## src/rtl/dec_seq_onehot_pkg.sv

```systemverilog
`default_nettype none
// ============================================================================
// Module   : dec_seq_pkg
// Brief    : Mode/state encodings shared by the sequenced one-hot decoder.
// Revision : 1.0
// ============================================================================
package dec_seq_pkg;

    localparam logic [1:0] c_MODE_HOLD  = 2'b00;
    localparam logic [1:0] c_MODE_PULSE = 2'b01;
    localparam logic [1:0] c_MODE_SCAN  = 2'b10;
    localparam logic [1:0] c_MODE_RSVD  = 2'b11;

    typedef enum logic [1:0] {
        MODE_HOLD  = c_MODE_HOLD,
        MODE_PULSE = c_MODE_PULSE,
        MODE_SCAN  = c_MODE_SCAN,
        MODE_RSVD  = c_MODE_RSVD
    } mode_e;

    typedef enum logic [1:0] {
        ST_IDLE  = 2'd0,
        ST_HOLD  = 2'd1,
        ST_PULSE = 2'd2,
        ST_SCAN  = 2'd3
    } state_e;

    // The reserved mode collapses onto HOLD.
    function automatic state_e mode_to_state(input mode_e m);
        case (m)
            MODE_PULSE: return ST_PULSE;
            MODE_SCAN:  return ST_SCAN;
            default:    return ST_HOLD;
        endcase
    endfunction

endpackage
`default_nettype wire

```

## src/rtl/dec_seq_onehot_if.sv

```systemverilog
`default_nettype none
// ============================================================================
// Module   : dec_seq_onehot_if
// Brief    : Load handshake and select outputs of the sequenced decoder.
// Revision : 1.0
// ============================================================================
interface dec_seq_onehot_if
    import dec_seq_pkg::*;
#(
    parameter int SEL_W = 3
);
    localparam int OUT_W = 2**SEL_W;

    logic             en;
    mode_e            mode;
    logic [SEL_W-1:0] sel;
    logic             load_valid;
    logic             load_ready;
    logic [OUT_W-1:0] y;
    logic [SEL_W-1:0] idx;
    logic             busy;
    logic             wrap;

    modport master (
        output en, mode, sel, load_valid,
        input  load_ready, y, idx, busy, wrap
    );

    modport slave (
        input  en, mode, sel, load_valid,
        output load_ready, y, idx, busy, wrap
    );

endinterface
`default_nettype wire

```

## src/rtl/dec_seq_onehot_dec.sv

```systemverilog
`default_nettype none
// ============================================================================
// Module   : dec_n_onehot
// Brief    : Combinational N-to-2^N one-hot decoder with enable.
// Revision : 1.0
// ============================================================================
module dec_n_onehot #(
    parameter int SEL_W = 3
) (
    input  wire logic [SEL_W-1:0]    idx_i,
    input  wire logic                en_i,
    output logic      [2**SEL_W-1:0] y_o
);
    localparam int OUT_W = 2**SEL_W;

    always_comb begin
        y_o = '0;
        if (en_i) begin
            y_o = OUT_W'(1) << idx_i;
        end
    end

endmodule
`default_nettype wire

```

## src/rtl/dec_seq_onehot.sv

```systemverilog
`default_nettype none
// ============================================================================
// Module   : dec_seq_onehot
// Brief    : Registered one-hot decoder sequencing HOLD / PULSE / SCAN modes.
// Revision : 1.0
// ============================================================================
module dec_seq_onehot
    import dec_seq_pkg::*;
#(
    parameter int SEL_W     = 3,
    parameter int DWELL     = 4,
    parameter int PULSE_LEN = 2
) (
    input  wire logic         clk,
    input  wire logic         rst_n,
    dec_seq_onehot_if.slave   bus
);
    localparam int OUT_W     = 2**SEL_W;
    localparam int c_CNT_MAX = (DWELL > PULSE_LEN) ? DWELL : PULSE_LEN;
    localparam int CNT_W     = $clog2(c_CNT_MAX + 1);

    localparam logic [CNT_W-1:0] c_DWELL_LAST = CNT_W'(DWELL - 1);
    localparam logic [CNT_W-1:0] c_PULSE_LAST = CNT_W'(PULSE_LEN - 1);
    localparam logic [SEL_W-1:0] c_IDX_LAST   = '1;

    state_e           state_q, state_d;
    logic [CNT_W-1:0] cnt_q,   cnt_d;
    logic [SEL_W-1:0] idx_q,   idx_d;
    logic [OUT_W-1:0] y_q,     y_d;
    logic             busy_q,  busy_d;
    logic             wrap_q,  wrap_d;
    logic             load_acc;

    assign bus.load_ready = bus.en && (state_q != ST_PULSE);
    assign load_acc       = bus.load_valid && bus.load_ready;

    always_comb begin
        state_d = state_q;
        cnt_d   = cnt_q;
        idx_d   = idx_q;
        wrap_d  = 1'b0;
        if (!bus.en) begin
            state_d = ST_IDLE;
            cnt_d   = '0;
            idx_d   = '0;
        end else if (load_acc) begin
            state_d = mode_to_state(bus.mode);
            cnt_d   = '0;
            idx_d   = bus.sel;
        end else begin
            case (state_q)
                ST_PULSE: begin
                    if (cnt_q == c_PULSE_LAST) begin
                        state_d = ST_IDLE;
                        cnt_d   = '0;
                        idx_d   = '0;
                    end else begin
                        cnt_d = cnt_q + CNT_W'(1);
                    end
                end
                ST_SCAN: begin
                    if (cnt_q == c_DWELL_LAST) begin
                        cnt_d  = '0;
                        idx_d  = idx_q + SEL_W'(1);
                        wrap_d = (idx_q == c_IDX_LAST);
                    end else begin
                        cnt_d = cnt_q + CNT_W'(1);
                    end
                end
                default: ;
            endcase
        end
        busy_d = (state_d != ST_IDLE);
    end

    // Decoding the next index keeps y aligned with idx in the same register stage.
    dec_n_onehot #(
        .SEL_W (SEL_W)
    ) u_dec (
        .idx_i (idx_d),
        .en_i  (busy_d),
        .y_o   (y_d)
    );

    always_ff @(posedge clk or negedge rst_n) begin
        if (!rst_n) begin
            state_q <= ST_IDLE;
            cnt_q   <= '0;
            idx_q   <= '0;
            y_q     <= '0;
            busy_q  <= 1'b0;
            wrap_q  <= 1'b0;
        end else begin
            state_q <= state_d;
            cnt_q   <= cnt_d;
            idx_q   <= idx_d;
            y_q     <= y_d;
            busy_q  <= busy_d;
            wrap_q  <= wrap_d;
        end
    end

    assign bus.y    = y_q;
    assign bus.idx  = idx_q;
    assign bus.busy = busy_q;
    assign bus.wrap = wrap_q;

endmodule
`default_nettype wire

```

## src/flat_wrapper.sv

```systemverilog
// flat-port wrapper written by rule: the top's interface ports become plain ports
module dec_seq_onehot_flat import dec_seq_pkg::*;
#(
    parameter int SEL_W     = 3,
    parameter int DWELL     = 4,
    parameter int PULSE_LEN = 2
)
  (clk, rst_n, bus_en, bus_mode, bus_sel, bus_load_valid, bus_load_ready, bus_y, bus_idx, bus_busy, bus_wrap);
  dec_seq_onehot_if #(.SEL_W(SEL_W)) bus_i ();
  input  wire logic clk;
  input  wire logic rst_n;
  input wire logic [$bits(bus_i.en)-1:0] bus_en;
  input wire logic [$bits(bus_i.mode)-1:0] bus_mode;
  input wire logic [$bits(bus_i.sel)-1:0] bus_sel;
  input wire logic [$bits(bus_i.load_valid)-1:0] bus_load_valid;
  output wire logic [$bits(bus_i.load_ready)-1:0] bus_load_ready;
  output wire logic [$bits(bus_i.y)-1:0] bus_y;
  output wire logic [$bits(bus_i.idx)-1:0] bus_idx;
  output wire logic [$bits(bus_i.busy)-1:0] bus_busy;
  output wire logic [$bits(bus_i.wrap)-1:0] bus_wrap;
  assign bus_i.en = bus_en;
  assign bus_i.mode = bus_mode;
  assign bus_i.sel = bus_sel;
  assign bus_i.load_valid = bus_load_valid;
  assign bus_load_ready = bus_i.load_ready;
  assign bus_y = bus_i.y;
  assign bus_idx = bus_i.idx;
  assign bus_busy = bus_i.busy;
  assign bus_wrap = bus_i.wrap;
  dec_seq_onehot #(.SEL_W(SEL_W), .DWELL(DWELL), .PULSE_LEN(PULSE_LEN)) u_core (.clk(clk), .rst_n(rst_n), .bus(bus_i));
endmodule
```

## config.mk

```make
export PLATFORM = sky130hd
export DESIGN_NAME = dec_seq_onehot_flat
export DESIGN_NICKNAME = d
export VERILOG_FILES = /design/src/rtl/dec_seq_onehot_pkg.sv /design/src/rtl/dec_seq_onehot_if.sv /design/src/rtl/dec_seq_onehot_dec.sv /design/src/rtl/dec_seq_onehot.sv /design/src/flat_wrapper.sv
export SDC_FILE = /design/constraint.sdc
export NUM_CORES = 1
export LEC_CHECK = 0
export ABC_CLOCK_PERIOD_IN_PS = 2700
export BUFFER_PORTS_ARGS = -buffer_cell sky130_fd_sc_hd__buf_4
export CAP_MARGIN = 10
export CORE_MARGIN = 2
export CORE_UTILIZATION = 45
export DETAILED_ROUTE_END_ITERATION = 12
export HOLD_SLACK_MARGIN = 0.1
export PLACE_DENSITY = 0.72
export SETUP_SLACK_MARGIN = 0.02
export SYNTH_ARGS = -nofsm -noshare
export SYNTH_HDL_FRONTEND = slang
export SYNTH_SLANG_ARGS = --single-unit
```

## constraint.sdc

```tcl
create_clock -name clk -period 2.7 [get_ports clk]
set_clock_uncertainty 0.1 [all_clocks]
set_input_delay 0.54 -clock clk [delete_from_list [all_inputs] [get_ports clk]]
set_output_delay 0.54 -clock clk [all_outputs]
set_load 0.1 [all_outputs]
```

# [After elaboration in Yosys (flattened, before gate mapping)]
# Index checks and enable logic that the tools add are counted.
[op_classes] mux=20 add_sub_neg=2 n_shift=1 n_eq_ne=9 n_reduce_logical=3
[ops] operator="2-to-1 mux 3 bit" count=8
[ops] operator="one-hot mux 3 bit (2 select lines)" count=2
[ops] operator="2-to-1 mux 2 bit" count=4
[ops] operator="2-to-1 mux 8 bit" count=1
[ops] operator="left shift 1 x 3 -> 8 bit (first input constant)" count=1
[ops] operator="adder 3 x 1 -> 3 bit (second input constant)" count=2
[ops] operator="equality test 2 bit (second input constant)" count=3
[ops] operator="2-to-1 mux 1 bit" count=4
[ops] operator="inequality test 4 x 1 -> 1 bit (second input constant)" count=1
[ops] operator="one-hot mux 2 bit (2 select lines)" count=1
[ops] operator="equality test 3 x 1 -> 1 bit (second input constant)" count=1
[ops] operator="equality test 3 x 2 -> 1 bit (second input constant)" count=1
[ops] operator="equality test 3 bit (second input constant)" count=1
[ops] operator="equality test 2 x 1 -> 1 bit (second input constant)" count=1
[ops] operator="logical AND 1 bit" count=2
[ops] operator="inequality test 2 bit (second input constant)" count=1
[ops] operator="nonzero test 2 bit" count=1
[totals] ff_bits=18 word_cells=41

# [Depth between registers and ports, before layout]
# Gate-level depths: netlist (run 1).
[depth] depth_word=7 depth_mapped=7 ltp_nobuf=7

# [By module]
# From an unflattened synthesis (run 1), not the netlist that was laid out.
[hier_totals] hier_cells=90 area_unflattened_um2=1002.2
[by_module_without_submodules] mod="dec_seq_onehot" instances=1 cells_each=82 area_per_inst_um2=907.1 seq_area_each_um2=450.4
[by_module_without_submodules] mod="dec_n_onehot" instances=1 cells_each=8 area_per_inst_um2=95.1 seq_area_each_um2=0.0

# [Worst setup path before layout (run 1)]
# OpenSTA, ideal clock, no wires.
[synth_timing] path_type="register to register" startpoint="register u_core.idx_q[0], in the netlist u_core.bus.idx[0]" endpoint="register u_core.y_q[1], in the netlist u_core.bus.y[1]" t_required_ns=2.495 slack_ns=0.363 stages_incl_launch_ff=7 t_arrival_ns=2.132 n_path_buf=0 period_less_slack_ns=2.337 path_cell_list="dfrtp_1 > ha_1 > ha_1 > mux2i_1 > a2bb2oi_2 > inv_2 > nor4b_1"
[synth_via] elab_chain_cells=7 word_cells_on_any_way=8 classes_between="1 x add/sub; 1 x shift; 6 x mux"
[synth_lines] element="start: declaration" line_no="dec_seq_onehot.sv:28" source="logic [SEL_W-1:0] idx_q, idx_d;"
[synth_lines] element="start signal: assignment" line_no="dec_seq_onehot.sv:96" source="idx_q <= idx_d;"
[synth_lines] element="adder 3 x 1 -> 3 bit" line_no="dec_seq_onehot.sv:64" source="idx_d = idx_q + SEL_W'(1);"
[synth_lines] element="2-to-1 mux 3 bit" line_no="dec_seq_onehot.sv:62" source="if (cnt_q == c_DWELL_LAST) begin"
[synth_lines] element="one-hot mux 3 bit (2 select lines)" line_no="dec_seq_onehot.sv:51" source="case (state_q)"
[synth_lines] element="2-to-1 mux 3 bit" line_no="dec_seq_onehot.sv:46" source="end else if (load_acc) begin"
[synth_lines] element="2-to-1 mux 3 bit" line_no="dec_seq_onehot.sv:42" source="if (!bus.en) begin"
[synth_lines] element="named net u_core.idx_d[2]" line_no="dec_seq_onehot.sv:28"
[synth_lines] element="left shift 1 x 3 -> 8 bit" line_no="dec_seq_onehot_dec.sv:19" source="y_o = OUT_W'(1) << idx_i;"
[synth_lines] element="2-to-1 mux 8 bit" line_no="dec_seq_onehot_dec.sv:18" source="if (en_i) begin"
[synth_lines] element="named net u_core.u_dec.y_o[1]" line_no="dec_seq_onehot_dec.sv:12" source="output logic [2**SEL_W-1:0] y_o"
[synth_lines] element="end signal: assignment" line_no="dec_seq_onehot.sv:97" source="y_q <= y_d;"
[synth_lines] element="end: declaration" line_no="dec_seq_onehot.sv:29" source="logic [OUT_W-1:0] y_q, y_d;"
# The timed path passes the listed nets, and every way through them passes these cells.
# A chain may end at the register's enable or synchronous reset.

# [Worst setup path in the final report (run 1)]
[layout_timing] startpoint="register u_core.state_q[0]" endpoint="output bus_load_ready"
[layout_via] elab_chain_cells=2
[layout_lines] element="start: declaration" line_no="dec_seq_onehot.sv:26" source="state_e state_q, state_d;"
[layout_lines] element="start signal: assignment" line_no="dec_seq_onehot.sv:94" source="state_q <= state_d;"
[layout_lines] element="inequality test 2 bit" line_no="dec_seq_onehot.sv:34" source="assign bus.load_ready = bus.en && (state_q != ST_PULSE);"
[layout_lines] element="logical AND 1 bit" line_no="dec_seq_onehot.sv:34"
[layout_lines] element="end: declaration" line_no="flat_wrapper.sv:16" source="output wire logic [$bits(bus_i.load_ready)-1:0] bus_load_ready;"
# Every way passes these cells.

==> results.sh, run 1 <==
export IMPL_outcome="finished clean"
export IMPL_ys_warn_count=0
export IMPL_fin_crit_sh=0.7913
export IMPL_numClockSinks=18
export IMPL_drt_wl_total_um=1895
export IMPL_grt_busiest_layer="met2"
export IMPL_rsz0062_at_grt="false"
export IMPL_yosysSeqAreaShare=0.4633
export IMPL_whs_path_depth=3
export IMPL_setup_tns_ns=0
export IMPL_ys_flop_type="dfrtp_1"
export IMPL_async_flop_share=1.000
export IMPL_hold_class="primary input to flip-flop"
export IMPL_syn_nets=103
export IMPL_cts_tree="built"
export IMPL_grt_use_met1=0.2085
export IMPL_clkLatencyLatePin_ns=0.30
export IMPL_maxSlewViolCount=0
export IMPL_p_leak_uw=0.0006038
export IMPL_synth_cells=86
export IMPL_cts_setup_buffers=0
export IMPL_design_area_mm2=0.001194
export IMPL_h_tree_depth=1
export IMPL_grt_max_degree=19
export IMPL_grt_pass1_vias=716
export IMPL_crit_type="flip-flop to primary output"
export IMPL_dieArea_mm2=0.002548
export IMPL_yosysUniqueCellTypes=33
export IMPL_clkSlewWorstSetupHoldPaths_ns=0.11
export IMPL_die_x_um=50.48
export IMPL_ys_seq_elements=18
export IMPL_fp_dieH_um=50.48
export IMPL_relSlewSlack=0.6870
export IMPL_maxCapViolations=0
export IMPL_initial_core_util=0.4856
export IMPL_postRouteAntennaNets=0
export IMPL_critPathArrivalTime_ns=1.50
export IMPL_cp_start_kind="flip-flop"
export IMPL_drive_gt1_frac=0.3182
export IMPL_grtUsageMet3=0.02679
export IMPL_grtUsageMet2=0.2522
export IMPL_antenna_found_initial=0
export IMPL_core_area_mm2=0.002002
export IMPL_final_nets=128
export IMPL_synth_edff_count=0
export IMPL_overflow=0
export IMPL_antenna_cells=0
export IMPL_final_hold_viol_count=0
export IMPL_drc=0
export IMPL_gp_congestion=0.7343
export IMPL_io_buffers=22
export IMPL_rows=16
export IMPL_worstMarginPinSlew_ns=0.4695
export IMPL_dp_hpwl_um=1436
export IMPL_critPathCaptureType="primary output"
export IMPL_cts_made_buffers=3
export IMPL_io_pins=23
export IMPL_ff2ff_path_depth=7
export IMPL_cp_required_ns=2.06
export IMPL_track_usage=0.1582
export IMPL_vias_per_cell=5.277
export IMPL_first_iter_violations=7
export IMPL_cts_buffer_depth=2
export IMPL_peakVddDrop_mv=0.4408
export IMPL_grt_pass1_wl_um=2994
export IMPL_powerDensity_mw_per_mm2=545.8
export IMPL_worst_path_max_fanout=12
export IMPL_finalSetupViolations=0
export IMPL_fin_crit_ns=2.136
export IMPL_vias=723
export IMPL_area_growth_pct=22.78
export IMPL_fmax_mhz=468.1
export IMPL_wl_per_cell_um=13.83
export IMPL_dr_pass1_iters=4
export IMPL_syn_area_um2=972.2
export IMPL_cts_root_buf="clkbuf_4"
export IMPL_place_area_mm2=0.001147
export IMPL_synth_avg_cell_area_um2=11.30
==> final cells by class <==
class,instances,area [µm²]
Fill cell,189,808.3
Timing Repair Buffer,23,175.2
Multi-Input combinational cell,53,452.9
Inverter,12,45.04
Tap cell,27,33.78
Sequential cell,18,450.4
Clock buffer,4,36.28
==> final timing paths <==
check	slack, ns	endpoint	startpoint
min reg2reg	0.49	u_core.cnt_q[1]	u_core.cnt_q[1]
min	0.44	u_core.bus.idx[1]	bus_sel[1]
min in group asynchronous	0.53	u_core.cnt_q[2]	rst_n
max reg2reg	0.57	u_core.bus.y[2]	u_core.cnt_q[0]
max	0.56	bus_load_ready	u_core.state_q[0]
max in group asynchronous	1.77	u_core.bus.y[3]	rst_n
==> flip-flops by register name, indices dropped and copies added, names as in the netlist <==
name             cells
u_core.bus.busy      1
u_core.bus.idx       3
u_core.bus.wrap      1
u_core.bus.y         8
u_core.cnt_q         3
u_core.state_q       2
==> logic make-up after synthesis <==
kind of cell    after synthesis  synth area share
compound gates               14            0.1300
fa+ha+maj                     8            0.1030
buf+inv                      15           0.07079
flops                        18            0.4633
mux                           3           0.03089
simple gates                 28            0.2021
==> stage by stage <==
step	util	total power [µW]	hold WS (ns)	setup WS, ns	cells
2_1_floorplan	-	445.0	0.1444	0.3629	86
3_5_place_dp	0.5731	490.6	0.3197	0.6033	132
3_3_place_gp	0.5731	486.8	0.3174	0.5606	132
6_report	0.5963	651.5	0.4389	0.5636	137
5_1_grt	0.5963	679.5	0.4301	0.4359	137
4_1_cts	0.5963	655.6	0.4242	0.5476	137
==> critical path, stage by stage (launching register included) <==
cell      delay [ns]
dfrtp_1         0.61
nand2b_1        0.18
and2_1          0.13
buf_4           0.28
==> cells in the mapped netlist, types with 2 or more instances <==
| master | number | area share |
|---|---|---|
| a21oi_1 | 3 | 0.015 |
| a2bb2oi_2 | 2 | 0.031 |
| dfrtp_1 | 18 | 0.46 |
| ha_1 | 8 | 0.10 |
| inv_1 | 10 | 0.039 |
| inv_2 | 2 | 0.0077 |
| mux2i_1 | 3 | 0.031 |
| nand2_1 | 4 | 0.015 |
| nand2b_1 | 3 | 0.019 |
| nand3b_1 | 2 | 0.015 |
| nor2b_1 | 2 | 0.013 |
| nor4_1 | 4 | 0.026 |
| nor4b_1 | 4 | 0.036 |
| o211a_1 | 2 | 0.021 |
==> metal layers <==
metal | part of all wire | up-vias | wire length [µm]
li1 | - | 352 | -
met1 | 0.45 | 352 | 855
met2 | 0.50 | 15 | 941
met3 | 0.034 | 4 | 64
met4 | 0.017 | 0 | 33
met5 | 0 | - | 0
==> where the power goes <==
part | leakage (µW) | internal [µW] | switching, µW
clock | 0.0000210 | 82.2 | 84.5
sequential | 0.000244 | 283 | 16.8
combinational | 0.000339 | 51.7 | 133
==> cell usage in the layout, fill, tap and decap left out <==
cell	count
buf_4	22
dfrtp_1	18
inv_1	10
ha_1	8
nand2_1	4
nor4_1	4
nor4b_1	4
mux2i_1	3
nand2b_1	3
a21oi_1	3
clkbuf_4	3
a2bb2oi_2	2
inv_2	2
nor2b_1	2
o211a_1	2
nand3b_1	2
and2b_2	1
nand4bb_1	1
o211ai_2	1
nand3_4	1
nor2_1	1
nand4b_1	1
o221ai_1	1
nor3b_1	1
a211oi_1	1
o221a_2	1
a21boi_0	1
nor2_2	1
and2_1	1
nor3_1	1
o21ai_0	1
a221oi_1	1
clkbuf_8	1
dlygate4sd3_1	1
==> what timing repair did <==
item / in CTS / in global routing
resized for setup: 0 / 0
hold buffers: 1 / 0
hold endpoints to repair: 18 / 0
Note: power is estimated with default switching activity, not from simulation.
==> inputs of run 2 (changes only) <==
--- a/config.mk
+++ b/config.mk
@@ -5,7 +5,7 @@
 export SDC_FILE = /design/constraint.sdc
 export NUM_CORES = 1
 export LEC_CHECK = 0
-export ABC_CLOCK_PERIOD_IN_PS = 2700
+export ABC_CLOCK_PERIOD_IN_PS = 2100
 export BUFFER_PORTS_ARGS = -buffer_cell sky130_fd_sc_hd__buf_4
 export CAP_MARGIN = 10
 export CORE_MARGIN = 2
==> constraint.sdc (replaced) <==
create_clock -name clk -period 2.1 [get_ports clk]
set_clock_uncertainty 0.1 [all_clocks]
set_input_delay 0.42 -clock clk [delete_from_list [all_inputs] [get_ports clk]]
set_output_delay 0.42 -clock clk [all_outputs]
set_load 0.1 [all_outputs]
==> run 2 against run 1 <==
Net effect:
- sequential share of layout area shrank 0.34 points
- largest cell class unchanged
- wire length down 0.79%
- critical path depth grew 4
- register-to-register slack got worse by 0.45 ns
- clock power is 26% higher
- via count shrank 0.83%
- sequential cell count stayed put
- power grew 29%
- design area rose by 2.3%
- sequential power up 29%
==> results.sh, run 2 (synthesis gave the netlist of run 1 again) <==
export IMPL_outcome="finished clean"
export IMPL_cp_slowest_cell="dfrtp_1"
export IMPL_post_place_ws_ns=0.09565
export IMPL_h_tree_depth=1
export IMPL_fmax_mhz=505.7
export IMPL_largest_register_ffs=8
export IMPL_internal_power_uw=541.3
export IMPL_crit_type="flip-flop to flip-flop"
export IMPL_cts_setup_buffers=0
export IMPL_clkPwrFrac=0.251
export IMPL_multi_input_area_um2=459.2
export IMPL_track_usage=0.1626
export IMPL_core_area_mm2=0.002002
export IMPL_cp_required_ns=2.18
export IMPL_fin_crit_ns=1.977
export IMPL_relSlewSlack=0.7640
export IMPL_die_x_um=50.48
export IMPL_crit_path_frequent_cell="ha_1"
export IMPL_p_sw_uw=300.2
export IMPL_initial_core_util=0.4856
export IMPL_cp_start_kind="flip-flop"
export IMPL_seq_area_um2=456.7
export IMPL_io_buffers=22
export IMPL_grt_pass1_vias=692
export IMPL_grt_max_degree=19
export IMPL_cts_buffer_depth=2
export IMPL_io_pins=23
export IMPL_design_area_mm2=0.001221
export IMPL_rows=16
export IMPL_maxSlewViolCount=0
export IMPL_worstHoldStart="bus_sel[1]"
export IMPL_p_sw_frac=0.3567
export IMPL_final_hold_viol_count=0
export IMPL_clkLatencyLatePin_ns=0.29
export IMPL_fp_dieH_um=50.48
export IMPL_vias=717
export IMPL_wl_per_cell_um=13.53
export IMPL_place_area_mm2=0.001166
export IMPL_cp_depth=7
export IMPL_dr_pass1_iters=4
export IMPL_area_growth_pct=25.61
export IMPL_path_delay_family="adder cells"
export IMPL_cp_startpoint="u_core.cnt_q[0]"
export IMPL_sequentialPowerShare=0.460
export IMPL_final_cell_mix="24 x buf_4, 13 x dfrtp_1, 10 x inv_1"
export IMPL_layout_commonest_cell="buf_4"
export IMPL_whs_path_depth=3
export IMPL_dieArea_mm2=0.002548
export IMPL_cts_tree="built"
export IMPL_postRouteAntennaNets=0
export IMPL_antenna_found_initial=0
export IMPL_critPathArrivalTime_ns=2.06
export IMPL_worstMarginPinSlew_ns=0.3537
export IMPL_crit_chain="ha_1 -> ha_1 -> nand3_4 -> mux2i_1 -> a2bb2oi_2 -> inv_2 -> nor4_1"
export IMPL_worst_path_max_fanout=5
export IMPL_cts_root_buf="clkbuf_4"
export IMPL_grt_pass1_wl_um=3125
export IMPL_totalPowerFinal_uw=841.5
export IMPL_clkSlewWorstSetupHoldPaths_ns=0.10
export IMPL_ff2ff_path_depth=7
export IMPL_fillers=174
export IMPL_gp_congestion=0.7373
export IMPL_reg2reg_from="u_core.cnt_q[0]"
export IMPL_maxCapViolations=0
export IMPL_drt_wl_total_um=1880
export IMPL_final_nets=130
export IMPL_max_stage_delay_ns=0.42
export IMPL_hold_class="primary input to flip-flop"
export IMPL_powerDensity_mw_per_mm2=689.1
export IMPL_first_iter_violations=9
export IMPL_dp_hpwl_um=1397
export IMPL_p_comb_frac=0.289
export IMPL_hold_slack_ns=0.3003
export IMPL_rsz0062_at_grt="true"
export IMPL_finalWorstSetupSlack_ns=0.1227
export IMPL_peakVddDrop_mv=0.4513
export IMPL_antenna_cells=0
export IMPL_numClockSinks=18
export IMPL_vias_per_cell=5.158
export IMPL_drc=0
export IMPL_overflow=0
export IMPL_p_leak_uw=0.0006064
export IMPL_drive_gt1_frac=0.3839
export IMPL_fin_cells=139
export IMPL_worst_path_buf_inv=1
export IMPL_dp_cells=134
export IMPL_fin_crit_sh=0.9416
export IMPL_rrSetupSlack_ns=0.12
export IMPL_cts_made_buffers=3
export IMPL_finalSetupViolations=0
export IMPL_critPathCaptureType="flip-flop"
[run 2: repair_timing]
| action | 4_1_cts | 5_1_grt |
|---|---|---|
| gates resized for setup | 0 | 3 |
| hold buffers | 1 | 0 |
| hold endpoints to repair | 18 | 0 |
| setup endpoints to repair | 0 | 4 |
[run 2: metrics by stage]
step,TNS [ns],utilization
after floorplan,0,-
after global placement,0,0.5825
after detailed placement,0,0.5825
after CTS,0,0.6056
after global routing,-0.007568,0.6100
final,0,0.6100
[run 2: final timing paths]
path	end
setup / recovery	u_core.bus.y[0]
hold / removal	u_core.bus.idx[1]
setup reg to reg	u_core.bus.y[0]
hold reg to reg	u_core.cnt_q[1]
max in group asynchronous	u_core.bus.idx[2]
min in group asynchronous	u_core.cnt_q[2]
[run 2: power groups by stage]
stage / logic (µW) / registers, µW / clock network [µW]
final: 243 / 387 / 211
after floorplan: 93.4 / 480 / 0
after global placement: 239 / 393 / 0
after detailed placement: 242 / 393 / 0
after CTS: 244 / 387 / 218
after global routing: 258 / 391 / 237
[run 2: cell type report]
cell class	instances	area share
Timing Repair Buffer	25	0.1557
Clock buffer	4	0.02971
Inverter	12	0.03689
Tap cell	27	0.02766
Sequential cell	18	0.3740
Multi-Input combinational cell	53	0.3760
[run 2: worst min-delay path, stage by stage]
cell and delay (ns):
buf_4 0.09, a2bb2oi_2 0.06, inv_2 0.09
[run 2: per-layer routing]
layer	vias up	track usage	wire, µm
met5	-	0	0
met4	0	0.05405	13
met3	2	0.03869	65
met2	13	0.2632	954
met1	344	0.2143	846
li1	358	-	-
==> inputs of run 3 (changes only) <==
--- a/config.mk
+++ b/config.mk
@@ -5,6 +5,7 @@
 export SDC_FILE = /design/constraint.sdc
 export NUM_CORES = 1
 export LEC_CHECK = 0
+export ABC_AREA = 1
 export ABC_CLOCK_PERIOD_IN_PS = 2100
 export BUFFER_PORTS_ARGS = -buffer_cell sky130_fd_sc_hd__buf_4
 export CAP_MARGIN = 10
@@ -12,7 +13,7 @@
 export CORE_UTILIZATION = 45
 export DETAILED_ROUTE_END_ITERATION = 12
 export HOLD_SLACK_MARGIN = 0.1
-export PLACE_DENSITY = 0.72
+export PLACE_DENSITY = 0.71
 export SETUP_SLACK_MARGIN = 0.02
 export SYNTH_ARGS = -nofsm -noshare
 export SYNTH_HDL_FRONTEND = slang
==> run 3 against run 2 <==
Net effect:
- wire length is 8.0% higher
- first-iteration DRC count grew 89%
- clock-buffer cell count unchanged
- power rose by 0.18%
- hold slack lost 0.013 ns
- register-to-register slack improved by 0.21 ns
- synthesized cell count is 40% higher
- highest routed layer unchanged
- utilization fell by 3.0 points
==> results.sh, run 3 <==
export IMPL_clkPwrFrac=0.261
export IMPL_final_cell_mix="22 x buf_4, 21 x nand2_1, 16 x inv_1, 16 x dfrtp_1, 14 x nor2_1"
export IMPL_clkLatencyLatePin_ns=0.30
export IMPL_antenna_cells=0
export IMPL_fmax_mhz=502.1
export IMPL_p_leak_uw=0.0006723
export IMPL_vias_per_cell=4.891
export IMPL_syn_nets=137
export IMPL_drc=0
export IMPL_synth_largest_area_cell="dfrtp_1"
export IMPL_fp_dieH_um=51.46
export IMPL_initial_core_util=0.4671
export IMPL_antenna_found_initial=0
export IMPL_cts_tree="built"
export IMPL_io_pins=23
export IMPL_die_x_um=51.46
export IMPL_ys_seq_elements=18
export IMPL_dr_pass1_iters=4
export IMPL_fin_crit_ns=1.992
export IMPL_largest_register_ffs=8
export IMPL_hold_class="primary input to flip-flop"
export IMPL_synth_area_leaders="dfrtp_1 44%, ha_1 9.9%, nand2_1 7.8%"
export IMPL_overflow=0
export IMPL_grt_pass1_wl_um=3629
export IMPL_max_stage_delay_ns=0.56
export IMPL_first_iter_violations=17
export IMPL_numClockSinks=18
export IMPL_drive_gt1_frac=0.3082
export IMPL_setup_tns_ns=0
export IMPL_p_sw_uw=314.4
export IMPL_rows=17
export IMPL_dieArea_mm2=0.002648
export IMPL_final_nets=164
export IMPL_cts_made_buffers=3
export IMPL_worst_path_buf_inv=2
export IMPL_clkSlewWorstSetupHoldPaths_ns=0.11
export IMPL_finalSetupViolations=0
export IMPL_cp_slowest_cell="dfrtp_1"
export IMPL_area_growth_pct=24.07
export IMPL_worstMarginPinSlew_ns=0.4411
export IMPL_cp_start_kind="flip-flop"
export IMPL_synthTopCellsByCount="21 x nand2_1, 18 x dfrtp_1, 16 x inv_1, 15 x nor2_1, 11 x nand3_1"
export IMPL_maxCapViolations=0
export IMPL_layout_commonest_cell="buf_4"
export IMPL_fillers=220
export IMPL_powerDensity_mw_per_mm2=670.4
export IMPL_rsz0062_at_grt="false"
export IMPL_gp_congestion=0.8295
export IMPL_track_usage=0.1878
export IMPL_yosysSeqAreaShare=0.4444
export IMPL_worst_path_max_fanout=12
export IMPL_synthDominantCellAreaShare=0.4444
export IMPL_synth_most_common_cell="nand2_1"
export IMPL_h_tree_depth=1
export IMPL_crit_chain="nand2_4 -> inv_1 -> nor2_2 -> buf_4"
export IMPL_path_delay_family="flip-flops"
export IMPL_vias=851
export IMPL_grt_max_degree=19
export IMPL_async_flop_share=1.000
export IMPL_wl_per_cell_um=11.67
export IMPL_ys_flop_type="dfrtp_1"
export IMPL_yosysUniqueCellTypes=21
export IMPL_io_buffers=22
export IMPL_dp_hpwl_um=1624
export IMPL_syn_area_mm2=0.001013
export IMPL_maxSlewViolCount=0
export IMPL_internal_power_uw=528.6
export IMPL_cts_root_buf="clkbuf_4"
export IMPL_p_comb_frac=0.288
export IMPL_cp_required_ns=1.58
export IMPL_outcome="finished clean"
export IMPL_final_hold_viol_count=0
export IMPL_totalPowerFinal_uw=843.1
export IMPL_synth_edff_count=0
export IMPL_fin_crit_sh=0.9484
export IMPL_synth_avg_cell_area_um2=8.446
export IMPL_post_cts_resized=0
export IMPL_synth_cells=120
export IMPL_critPathArrivalTime_ns=1.47
export IMPL_crit_type="flip-flop to primary output"
export IMPL_cts_buffer_depth=2
export IMPL_postRouteAntennaNets=0
export IMPL_peakVddDrop_mv=0.4549
export IMPL_relSlewSlack=0.7059
export IMPL_sequentialPowerShare=0.452
export IMPL_core_area_mm2=0.002170
export IMPL_grt_pass1_vias=857
export IMPL_critPathCaptureType="primary output"
export IMPL_ys_warn_count=0
export IMPL_p_sw_frac=0.3729
export IMPL_drt_wl_total_um=2030
-- run 3: layout make-up --
| class | count | area (µm²) | area share |
|---|---|---|---|
| inverters | 21 | 78.83 | 0.06269 |
| multi-input cells | 80 | 479.2 | 0.3811 |
| clock buffers | 4 | 36.28 | 0.02886 |
| flip-flops and latches | 18 | 452.9 | 0.3602 |
| well taps | 28 | 35.03 | 0.02786 |
| repair buffers | 23 | 175.2 | 0.1393 |
-- run 3: worst reg2reg max path, stage by stage, from the launching register on --
cell and delay (ns):
dfrtp_2 0.45, ha_1 0.21, ha_1 0.28, inv_1 0.06
nand2_1 0.04, nand2_1 0.06, nand3_1 0.06, nand3_1 0.11
nand2_2 0.10, inv_1 0.08, nand2_2 0.07, nor2_1 0.09
-- run 3: kinds of logic (layout without fill, tap and decap cells) --
kind of cell | count (synthesis) | count (layout) | synth area share
AND/OR/NAND/NOR | 62 | 62 | 0.3062
adder cells (fa/ha/maj) | 8 | 8 | 0.09877
AO/OA/AOI/OAI | 10 | 10 | 0.06544
buffers and inverters | 22 | 48 | 0.08518
flip-flops | 18 | 18 | 0.4444
-- run 3: path summary, 6_finish.rpt --
path                                   start           endpoint  slack, ns  cells past startpoint
max                        u_core.state_q[1]     bus_load_ready       0.11                      4
min                               bus_sel[1]  u_core.bus.idx[1]       0.29                      3
max reg2reg                u_core.bus.idx[0]    u_core.bus.y[1]       0.33                     11
min reg2reg                  u_core.cnt_q[0]    u_core.cnt_q[0]       0.45                      1
max in group asynchronous              rst_n  u_core.bus.idx[1]       1.27                      2
min in group asynchronous              rst_n    u_core.cnt_q[1]       0.41                      2
-- run 3: layer usage --
layer  GRT usage  part of all wire  vias up
met5           0                 0        -
met4      0.1096             0.018        0
met3     0.04094             0.048        5
met2      0.2949              0.48       21
met1      0.2356              0.46      393
li1            -                 -      432
-- run 3: metrics by stage --
stage / worst slack, ns / instances / util / hold WS [ns] / instance area, µm²
floorplan: 0.09622 / 120 / - / 0.02441 / 1018
global placement: 0.3758 / 169 / 0.5582 / 0.1958 / 1211
detailed placement: 0.3527 / 169 / 0.5582 / 0.2014 / 1211
CTS: 0.1102 / 174 / 0.5796 / 0.2867 / 1257
global route: 0.03562 / 174 / 0.5796 / 0.2961 / 1257
finish: 0.1083 / 174 / 0.5796 / 0.2870 / 1257
-- run 3: power groups by stage --
stage          combinational [µW]  clock (µW)  sequential (µW)
6_report                      242         220              381
5_1_grt                       262         238              384
4_1_cts                       244         223              381
3_5_place_dp                  242           0              388
3_3_place_gp                  239           0              387
2_1_floorplan                95.2           0              472
-- run 3: timing repair --
action | in CTS | in global routing
hold buffers | 1 | 0
endpoints found under the hold margin | 18 | 0
setup buffers | 0 | 0
